$ cat src/rtl/memory_sp_clr.sv
// Simple dual-port RAM with registered read, write-first bypass,
// and an optional post-reset clear sweep.
module memory_sp_clr #(
    parameter int                AWIDTH         = 5,
    parameter int                DWIDTH         = 8,
    parameter int                CLEAR_ON_RESET = 1,
    parameter logic [DWIDTH-1:0] CLEAR_VALUE    = '0
) (
    input  logic              clk,
    input  logic              rst,
    input  logic              wr,
    input  logic [AWIDTH-1:0] waddr,
    input  logic [DWIDTH-1:0] wdata,
    input  logic              rd,
    input  logic [AWIDTH-1:0] raddr,
    output logic [DWIDTH-1:0] rdata,
    output logic              rvalid,
    output logic              busy
);

    localparam int DEPTH = 1 << AWIDTH;
    localparam logic [AWIDTH-1:0] LAST = '1;

    localparam logic [0:0] S_IDLE  = 1'b0;
    localparam logic [0:0] S_CLEAR = 1'b1;

    localparam bit DO_CLEAR = (CLEAR_ON_RESET != 0);

    logic [DWIDTH-1:0] mem [DEPTH];
    logic [0:0]        state;
    logic [AWIDTH-1:0] clr_ptr;

    logic clearing;
    logic wr_ok;
    logic rd_ok;
    logic bypass;

    assign clearing = (state == S_CLEAR);
    assign wr_ok    = (state == S_IDLE) && wr;
    assign rd_ok    = (state == S_IDLE) && rd;
    assign bypass   = wr && (waddr == raddr);

    // Sweep sequencer: walks clr_ptr over every word once, then idles.
    always_ff @(posedge clk) begin
        if (rst) begin
            clr_ptr <= '0;
            state   <= DO_CLEAR ? S_CLEAR : S_IDLE;
            busy    <= DO_CLEAR;
        end else begin
            unique case (state)
                S_CLEAR: begin
                    clr_ptr <= clr_ptr + 1'b1;
                    if (clr_ptr == LAST) begin
                        state <= S_IDLE;
                        busy  <= 1'b0;
                    end
                end
                default: begin
                    state <= S_IDLE;
                end
            endcase
        end
    end

    // Array write: the sweep owns the array while busy, otherwise wr.
    always_ff @(posedge clk) begin
        if (!rst) begin
            unique case (1'b1)
                clearing: mem[clr_ptr] <= CLEAR_VALUE;
                wr_ok:    mem[waddr]   <= wdata;
                default:  ;
            endcase
        end
    end

    // Registered read; same-address write is forwarded to rdata.
    always_ff @(posedge clk) begin
        if (rst) begin
            rdata  <= '0;
            rvalid <= 1'b0;
        end else if (rd_ok) begin
            rdata  <= bypass ? wdata : mem[raddr];
            rvalid <= 1'b1;
        end else begin
            rvalid <= 1'b0;
        end
    end

endmodule

$ cat config.mk
export PLATFORM = sky130hd
export DESIGN_NAME = memory_sp_clr
export DESIGN_NICKNAME = d
export VERILOG_FILES = /design/src/rtl/memory_sp_clr.sv
export SDC_FILE = /design/constraint.sdc
export NUM_CORES = 1
export LEC_CHECK = 0
export CORE_MARGIN = 5
export CORE_UTILIZATION = 36
export DETAILED_ROUTE_END_ITERATION = 7
export PLACE_DENSITY = 0.59
export SLEW_MARGIN = 20
export SYNTH_ARGS = -nofsm -noshare
export SYNTH_HDL_FRONTEND = slang
export SYNTH_SLANG_ARGS = --single-unit
$ cat constraint.sdc
create_clock -name clk -period 7.2 [get_ports clk]
set_input_delay 1.8 -clock clk [delete_from_list [all_inputs] [get_ports clk]]
set_output_delay 1.8 -clock clk [all_outputs]
set_load 0.02 [all_outputs]
==> results of run 1 <==
[power by group]
part	switching, mW	leakage, nW	internal [mW]	total (mW)
Combinational	0.0823	1.16	0.0583	0.141
Sequential	0.00523	2.17	1.72	1.72
Clock	0.578	0.421	0.793	1.37
Total	0.665	3.75	2.57	3.23
[synth_stat cells, types with 2 or more instances]
cell        n  share of area [%]
nor2_1     43                1.5
nand4_1     2               0.11
edfxtp_1  256                 70
nor4_1      2               0.11
a31oi_1     3               0.17
buf_4       7               0.48
a221oi_1    6               0.48
clkbuf_1   11               0.38
nand2_1    50                1.7
a21oi_1     5               0.23
and3_1      2               0.11
buf_2       3               0.14
xor2_1      2               0.16
a221o_1     9               0.82
and2_1     16               0.91
o21ai_0     6               0.27
mux4_2     55                 11
a22o_1      4               0.32
nand3b_1    3               0.21
buf_1       6               0.21
nand2b_1    8               0.46
o221ai_1    2               0.16
inv_1       5               0.17
a22oi_1     6               0.41
mux2i_1    38                3.5
xnor2_1     3               0.24
dfxtp_1    16                2.9
nor2b_1     5               0.29
nand3_1     2              0.091
o22ai_1     5               0.29
ha_1        2               0.23
[layer usage]
metal  track usage, %  vias to the layer above  wire, um
met5                0                        -         0
met4             5.44                        0       939
met3             1.84                       56      1540
met2             25.2                      241     12500
met1             22.0                     3029     11300
li1                 -                     2476         -
[per-stage QoR]
step                      power [mW]  util (%)  std cells  worst slack (ns)
after floorplan                 1.84         -        599              3.51
after global placement          1.89      39.0        994              2.08
after detailed placement        1.89      39.0        994              1.87
after CTS                       3.25      41.9       1044              2.45
after global routing            3.34      41.9       1045              2.13
final                           3.23      41.9       1045              2.33
[worst paths after layout]
path                               start  slack [ns]    endpoint
worst max-delay path                 rst        2.33  mem[19][6]
worst min-delay path                busy        0.45        busy
worst max register to register  clearing        3.85  mem[19][6]
worst min register to register      busy        0.45        busy
[cell type report]
class	count	area, um^2
clock buffer	29	683
sequential	272	8010
tap	390	488
inverter	6	22.5
fill	2587	17300
multi-input combinational	293	2800
clock inverter	21	183
timing repair buffer	34	345
[flip-flops by register name (all words and copies together) (netlist names)]
name      count
busy          1
rdata         8
rvalid        1
mem         256
clr_ptr       5
clearing      1
[critical path, delay by kind of cell]
family | cells | cell delay, ns
buffers and inverters | 1 | 0.67
and+or+nand+nor | 3 | 2.21
muxes | 1 | 0.33
[logic make-up (layout without fill, tap and decap cells)]
kind of cell               Yosys count  count (layout)  share of synthesized area [%]
xor gates and xnor gates             5               5                          0.399
muxes                               93              93                           14.8
and+or+nand+nor                    139             139                           5.97
adders and majority gates            2               2                          0.228
AOI/OAI and AO/OA                   54              54                           4.10
buffers and inverters               34              90                           1.51
DFF                                272             272                           73.0
==> key figures, run 1 <==
Worst setup path
  – Reg2reg path depth: 4
  – Slowest stage delay, CP: 0.82 ns
  – CP required: 7.36 ns
  – CP Cell Sequence: clkdlybuf4s50_1, nor3b_4, mux2i_1, or3_1, nor2_1
  – Worst Setup Path Type: in2reg
  – CP max-delay cell: nor3b_4
  – Type of origin of the critical path: primary input
  – Critical Path AT: 5.03 ns
  – CP max FO: 25
  – Critical Path End Type: flip-flop

STA
  – Final setup fails: 0
  – Period utilization: 67.6%
  – Minimum clock period: 4.87 ns
  – Setup TNS: 0 ns
  – Unrepaired setup endpoints after global routing: false
  – FMAX: 205 MHz
  – Clk_skew: 0.0224 ns
  – Pin slew with the least headroom to its limit: 0.994 ns
  – Max-slew headroom: 33.5%
  – Worst hold slack: 0.448 ns
  – Fin. max-slew vios: 0
  – Fin. Hold Viols: 0

Floorplanning
  – Core area: 29,900 um^2
  – Die Y: 185 um
  – Row count: 63
  – Chip width: 185 um
  – Die area: 34,000 um^2
  – Effective utilization at floorplan: 36.7%
  – Num ports: 32

Synthesis
  – Sequential area share after synthesis: 73.0%
  – Number of synthesized flops with an enable pin: 256
  – Prevailing post-synth register cell: edfxtp_1
  – Synthesized instance count: 599
  – Mapped Area: 11,000 um^2
  – Post-synth ARST share: 0%
  – FF+latch count, synth: 272
  – Cell variety after synth: 47
  – Synth Net Count: 623
  – Mean Syn Cell Area: 18.3 um^2
  – Synth warnings: 0

Routing
  – Via Count: 5,802
  – Drt total wl: 26.3 mm
  – TritonRoute pass-1 iters: 5
  – Post-route ant nets: 0
  – Vias per inst: 5.55
  – Iteration-0 DRC Markers: 492
  – WL per Instance: 25.1 um
  – DRC Markers: 0

GRT
  – Initial antenna violation count: 0
  – Vias in the first global route: 5,942
  – GR Overflow Total: 0
  – Total GRT Usage: 15.6%
  – Global-route wire length before repair: 39.6 mm
  – Largest net degree at the start of global routing: 53

Finish
  – # diodes: 0
  – Fin nets: 658
  – Area grow syn2layout: 14.3%
  – Commonest non-fill, non-tap cell in the layout: edfxtp_1
  – Most frequent cells in the layout: 256 x edfxtp_1, 55 x mux4_2, 50 x nand2_1
  – Post-route cell area: 12,500 um^2
  – Share of cells above drive strength 1: 17.9%

Placement
  – Post-DP HPWL: 16.4 mm
  – Placed Area: 11,600 um^2
  – Port buffer count: 31
  – Gp weighted congestion: 0.817

Power and ir drop
  – P_leak: 3.75 nW
  – VDD IR-drop max: 0.149 mV
  – Pwr Density: 258 nW/um^2

Clocking
  – Reg clk slew, reported paths: 0.06 ns
  – Post-CTS Setup Inserts: 0
  – Clock buffer depth: 3
  – Root buffer cell: clkbuf_16
  – Total CTS buffers: 27
  – Worst skew pair latency: 0.54 ns
  – # clock sinks: 272
  – Post-CTS sizing: 0
  – CTS tree: done
  – H-Tree Depth: 1
  – Post-CTS Hold Fix Bufs: 0

Run
  – MaxCap Viol Count: 0

Hold path
  – Hold path depth: 2
  – Worst min-delay path class: reg2reg

Status
  – Status: completed
(Power assumes the default switching activity.)
==> run 2, diff against run 1 <==
PLACE_DENSITY = 0.61   (was 0.59)
clock period = 3.9 ns   (was 7.2 ns; I/O delays follow)
==> key figures, run 2 (same netlist as run 1, synthesis figures left out) <==
Floorplanning
  – Die area: 34,000 um^2 (unchanged)
  – Row count: 63 (unchanged)
  – Die Y: 185 um (unchanged)
  – Core area: 29,900 um^2 (unchanged)
  – Effective utilization at floorplan: 36.7% (unchanged)
  – Chip width: 185 um (unchanged)
  – Num ports: 32 (unchanged)

STA
  – Fin. Hold Viols: 0 (unchanged)
  – Pin slew with the least headroom to its limit: 0.813 ns (was 0.994 ns)
  – Fin. max-slew vios: 0 (unchanged)
  – Clk_skew: 0.0205 ns (was 0.0224 ns)
  – Minimum clock period: 3.12 ns
  – FMAX: 320 MHz
  – Max-slew headroom: 45.8% (was 33.5%)
  – Setup TNS: 0 ns (unchanged)
  – Final setup fails: 0 (unchanged)
  – Period utilization: 80.1%
  – Unrepaired setup endpoints after global routing: false (unchanged)

Clocking
  – Reg clk slew, reported paths: 0.06 ns (about the same)
  – Root buffer cell: clkbuf_16 (unchanged)
  – CTS tree: done (unchanged)
  – Worst skew pair latency: 0.53 ns (was 0.54 ns)
  – Post-CTS Setup Inserts: 0 (unchanged)
  – Total CTS buffers: 27 (unchanged)
  – Post-CTS sizing: 0 (unchanged)
  – H-Tree Depth: 1 (unchanged)
  – Clock buffer depth: 3 (unchanged)
  – Post-CTS Hold Fix Bufs: 0 (unchanged)
  – # clock sinks: 272 (unchanged)

Finish
  – Max reg flops: 256 (unchanged)
  – Register with the most flip-flops: mem (unchanged)
  – Top flop regs: mem (256), rdata (8), clr_ptr (5) (unchanged)
  – Post-route cell area: 12,900 um^2 (was 12,500 um^2)
  – Share of cells above drive strength 1: 21.8% (was 17.9%)
  – # diodes: 0 (unchanged)
  – Commonest non-fill, non-tap cell in the layout: edfxtp_1 (unchanged)
  – Fin nets: 700 (was 658)
  – Area grow syn2layout: 17.3% (was 14.3%)
  – Most frequent cells in the layout: 256 x edfxtp_1, 55 x mux4_2, 50 x nand2_1 (unchanged)

Worst setup path
  – CP max FO: 11 (was 25)
  – CP required: 4.05 ns (was 7.36 ns)
  – R2R setup slack: 1.26 ns (was 3.85 ns)
  – Critical Path End Type: flip-flop (unchanged)
  – Type of origin of the critical path: primary input (unchanged)
  – CP max-delay cell: nor2_1 (was nor3b_4)
  – Critical Path AT: 3.27 ns (was 5.03 ns)
  – Worst Setup Path Type: in2reg (unchanged)
  – Reg2reg path depth: 4 (unchanged)
  – R2r startpoint: clearing (unchanged)
  – Worst r2r dst: mem[10][0] (was mem[19][6])
  – Slowest stage delay, CP: 0.70 ns (was 0.82 ns)
  – CP Cell Sequence: clkdlybuf4s50_1, nor3b_4, mux2i_1, nand2b_1, nor2_1 (was clkdlybuf4s50_1, nor3b_4, mux2i_1, or3_1, nor2_1)

Hold path
  – Worst min-delay path class: reg2reg (unchanged)
  – Hold path depth: 2 (unchanged)
  – Hold Startpoint: busy (unchanged)
  – Worst hold path endpoint: busy (unchanged)

Placement
  – Gp weighted congestion: 0.822 (was 0.817)
  – Post-DP HPWL: 15.7 mm (was 16.4 mm)
  – Placed Area: 12,000 um^2 (was 11,600 um^2)
  – Port buffer count: 31 (unchanged)

Routing
  – TritonRoute pass-1 iters: 5 (unchanged)
  – WL per Instance: 21.9 um (was 25.1 um)
  – Iteration-0 DRC Markers: 508 (was 492)
  – Drt total wl: 23.9 mm (was 26.3 mm)
  – DRC Markers: 0 (unchanged)
  – Vias per inst: 5.23 (was 5.55)
  – Via Count: 5,687 (was 5,802)
  – Post-route ant nets: 0 (unchanged)

Power and ir drop
  – Power, Total: 5.95 mW (was 3.23 mW)
  – VDD IR-drop max: 0.196 mV (was 0.149 mV)
  – P_leak: 3.99 nW (was 3.75 nW)
  – Pwr Density: 463 nW/um^2 (was 258 nW/um^2)

GRT
  – Vias in the first global route: 5,965 (was 5,942)
  – GR Overflow Total: 0 (unchanged)
  – Initial antenna violation count: 0 (unchanged)
  – Total GRT Usage: 14.0% (was 15.6%)
  – Global-route wire length before repair: 36.3 mm (was 39.6 mm)
  – Largest net degree at the start of global routing: 34 (was 53)

Status
  – Status: completed (unchanged)

Run
  – MaxCap Viol Count: 0 (unchanged)
==> run 2: cell types whose count changed in the layout (fill, tap and decap cells not counted) <==
cell / before / now
clkinvlp_4: 3 / 1
clkbuf_1: 2 / 3
clkinv_2: 7 / 9
buf_4: 3 / 42
buf_12: 0 / 4
and2_1: 8 / 16
inv_6: 1 / 2
buf_16: 1 / 0
and2_2: 8 / 0
clkinv_1: 7 / 5
==> run 2: how the worst max path moves through the flow <==
stage	start	to	slack (ns)
final	wr	mem[10][0]	0.78
after global routing	wr	mem[6][6]	0.60
after CTS	wr	mem[10][0]	0.79
after detailed placement	wr	mem[10][7]	0.26
after global placement	wr	rdata[3]	0.38
after floorplan	wr	mem[16][0]	1.04
==> run 2: critical path: cells and delay by family <==
kind,cells,cell delay (ns)
and+or+nand+nor,3,1.60
buffers and inverters,1,0.53
muxes,1,0.16
==> run 2: metal layers <==
layer	GRT usage, %	vias up	part of all wire, %
li1	-	2547	-
met1	19.5	2917	43
met2	22.9	179	48
met3	1.80	44	6.2
met4	5.00	0	3.1
met5	0	-	0
==> run 2: report_power, final <==
group / switching, mW / internal [mW] / total (mW)
clock: 1.04 / 1.47 / 2.51
sequential: 0.00823 / 3.17 / 3.18
combinational: 0.148 / 0.119 / 0.267
total: 1.20 / 4.75 / 5.95
==> run 2: layout make-up <==
type	instances	area [um^2]
clock buffer	30	687
clock inverter	20	179
fill	2544	17000
inverter	6	22.5
multi-input combinational	293	2790
sequential	272	8010
tap	390	488
timing repair buffer	76	691
==> run 2: per-stage QoR <==
stage	cells	hold WS, ns	utilization [%]	setup slack, ns
detailed placement	1037	0.441	40.2	0.258
floorplan	599	0.504	-	1.04
finish	1087	0.444	43.1	0.777
CTS	1087	0.452	43.1	0.791
global placement	1037	0.432	40.2	0.385
global route	1087	0.479	43.1	0.598
==> run 3, diff against run 2 <==
PLACE_DENSITY = 0.59   (was 0.61)
clock period = 3.3 ns   (was 3.9 ns; I/O delays follow)
==> key figures, run 3 (same netlist as run 1, synthesis figures left out) <==
Finish
  – # diodes: 0 (unchanged)
  – Most frequent cells in the layout: 256 x edfxtp_1, 58 x buf_4, 55 x mux4_2 (was 256 x edfxtp_1, 55 x mux4_2, 50 x nand2_1)
  – Fin nets: 718 (was 700)
  – Area grow syn2layout: 19.0% (was 17.3%)
  – Max reg flops: 256 (unchanged)
  – Post-route cell area: 13,000 um^2 (was 12,900 um^2)
  – Top flop regs: mem (256), rdata (8), clr_ptr (5) (unchanged)
  – Share of cells above drive strength 1: 23.6% (was 21.8%)
  – Register with the most flip-flops: mem (unchanged)
  – Final Util: 43.7% (was 43.1%)
  – Commonest non-fill, non-tap cell in the layout: edfxtp_1 (unchanged)

Routing
  – Wire length on met2: 11.9 mm (was 11.5 mm)
  – Drt total wl: 24.8 mm (was 23.9 mm)
  – Routed metal-1 wirelength: 10.7 mm (was 10.2 mm)
  – Uppermost layer routed: met4 (unchanged)
  – DRC Markers: 0 (unchanged)
  – Iteration-0 DRC Markers: 452 (was 508)
  – TritonRoute pass-1 iters: 5 (unchanged)
  – Wire length on met3: 1.67 mm (was 1.48 mm)
  – Via Count: 5,870 (was 5,687)
  – Vias per inst: 5.32 (was 5.23)
  – WL per Instance: 22.5 um (was 21.9 um)
  – Post-route ant nets: 0 (unchanged)

Worst setup path
  – Worst Path Buf+Inv: 3 (was 1)
  – Worst Setup Path Type: in2reg (unchanged)
  – CP top delay family: buffers and inverters (was simple AND/OR/NAND/NOR gates)
  – CP required: 3.53 ns (was 4.05 ns)
  – Critical Path End Type: flip-flop (unchanged)
  – CP max FO: 16 (was 11)
  – Reg2reg path depth: 7 (was 4)
  – CP max-delay cell: clkdlybuf4s50_1 (was nor2_1)
  – Critical Path AT: 2.89 ns (was 3.27 ns)
  – CP Cell Sequence: clkdlybuf4s50_1, nor3b_4, buf_4, nor2_1, a21oi_1, nand2_1, nor2_1, buf_4 (was clkdlybuf4s50_1, nor3b_4, mux2i_1, nand2b_1, nor2_1)
  – R2r startpoint: clearing (unchanged)
  – Slowest stage delay, CP: 0.54 ns (was 0.70 ns)
  – Type of origin of the critical path: primary input (unchanged)
  – Worst path depth: 8 (was 5)
  – R2R setup slack: 0.96 ns (was 1.26 ns)
  – Worst r2r dst: mem[7][4] (was mem[10][0])

Floorplanning
  – Core area: 29,900 um^2 (unchanged)
  – Row count: 63 (unchanged)
  – Die area: 34,000 um^2 (unchanged)
  – Die Y: 185 um (unchanged)
  – Num ports: 32 (unchanged)
  – Chip width: 185 um (unchanged)
  – Effective utilization at floorplan: 36.7% (unchanged)

Power and ir drop
  – VDD IR-drop max: 0.315 mV (was 0.196 mV)
  – Power share of the combinational group: 4.6% (was 4.5%)
  – Clock share of power: 42.6% (was 42.1%)
  – Switching Fraction: 19.8% (was 20.1%)
  – Seq pwr share: 52.8% (was 53.4%)
  – NetSw: 1.41 mW (was 1.20 mW)
  – Pwr Density: 545 nW/um^2 (was 463 nW/um^2)
  – Power, Total: 7.11 mW (was 5.95 mW)
  – Int Power: 5.70 mW (was 4.75 mW)
  – P_leak: 4.09 nW (was 3.99 nW)

Placement
  – Placed Area: 12,200 um^2 (was 12,000 um^2)
  – Post-DP HPWL: 16.1 mm (was 15.7 mm)
  – Gp weighted congestion: 0.854 (was 0.822)
  – Port buffer count: 31 (unchanged)

STA
  – Fin. max-slew vios: 0 (unchanged)
  – Setup TNS: 0 ns (unchanged)
  – Max-slew headroom: 60.2% (was 45.8%)
  – Final setup fails: 0 (unchanged)
  – Period utilization: 80.9%
  – Unrepaired setup endpoints after global routing: false (unchanged)
  – Clk_skew: 0.00802 ns (was 0.0205 ns)
  – Fin. Hold Viols: 0 (unchanged)
  – FMAX: 375 MHz
  – Worst hold slack: 0.456 ns (was 0.444 ns)
  – Minimum clock period: 2.67 ns
  – Pin slew with the least headroom to its limit: 0.598 ns (was 0.813 ns)

GRT
  – Largest net degree at the start of global routing: 34 (unchanged)
  – Total GRT Usage: 14.6% (was 14.0%)
  – GR Overflow Total: 0 (unchanged)
  – Initial antenna violation count: 0 (unchanged)
  – Global-route wire length before repair: 37.8 mm (was 36.3 mm)
  – Vias in the first global route: 6,022 (was 5,965)

Clocking
  – # clock sinks: 272 (unchanged)
  – Worst skew pair latency: 0.52 ns (was 0.53 ns)
  – Post-CTS sizing: 0 (unchanged)
  – Total CTS buffers: 27 (unchanged)
  – Root buffer cell: clkbuf_16 (unchanged)
  – Clock buffer depth: 3 (unchanged)
  – CTS tree: done (unchanged)
  – Reg clk slew, reported paths: 0.06 ns (about the same)
  – Post-CTS Hold Fix Bufs: 0 (unchanged)
  – H-Tree Depth: 1 (unchanged)
  – Post-CTS Setup Inserts: 0 (unchanged)

Run
  – MaxCap Viol Count: 0 (unchanged)

Hold path
  – Worst hold path endpoint: busy (unchanged)
  – Hold path depth: 2 (unchanged)
  – Hold Startpoint: busy (unchanged)
  – Worst min-delay path class: reg2reg (unchanged)

Status
  – Status: completed (unchanged)
## run 3: final cells by class
class	count	area, um^2
multi-input combinational	293	2790
sequential	272	8010
clock inverter	10	139
inverter	6	22.5
fill	2505	16800
tap	390	488
clock buffer	38	747
timing repair buffer	94	851
## run 3: stage by stage
step	cells	setup WS [ns]
floorplan	599	0.587
global placement	1055	0.199
detailed placement	1055	0.116
CTS	1103	0.662
global route	1103	0.477
finish	1103	0.630
## run 3: worst max path at each step
stage	from	endpoint	slack [ns]
after floorplan	wr	mem[16][0]	0.59
after global placement	wr	mem[8][7]	0.20
after detailed placement	wr	rdata[3]	0.12
after CTS	wr	mem[16][0]	0.66
after global routing	wr	mem[7][4]	0.48
final	wr	mem[7][4]	0.63
## run 3: per-layer routing
metal,track usage (%),up-vias
li1,-,2583
met1,20.8,3019
met2,23.4,221
met3,2.33,47
met4,4.38,0
met5,0,-
## run 3: worst register-to-register path: stages (launching register included)
cell and delay, ns:
dfxtp_1 0.47, nor3b_4 0.31, buf_4 0.25, nor2_1 0.09
a21oi_1 0.32, nand2_1 0.26, nor2_1 0.15, buf_4 0.20
## run 3: power groups by stage
stage | Clock (mW) | Sequential, mW | Combinational [mW]
2_1_floorplan | 0 | 3.82 | 0.203
3_3_place_gp | 0 | 3.83 | 0.324
3_5_place_dp | 0 | 3.83 | 0.327
4_1_cts | 3.10 | 3.75 | 0.329
5_1_grt | 3.25 | 3.75 | 0.350
6_report | 3.03 | 3.75 | 0.328
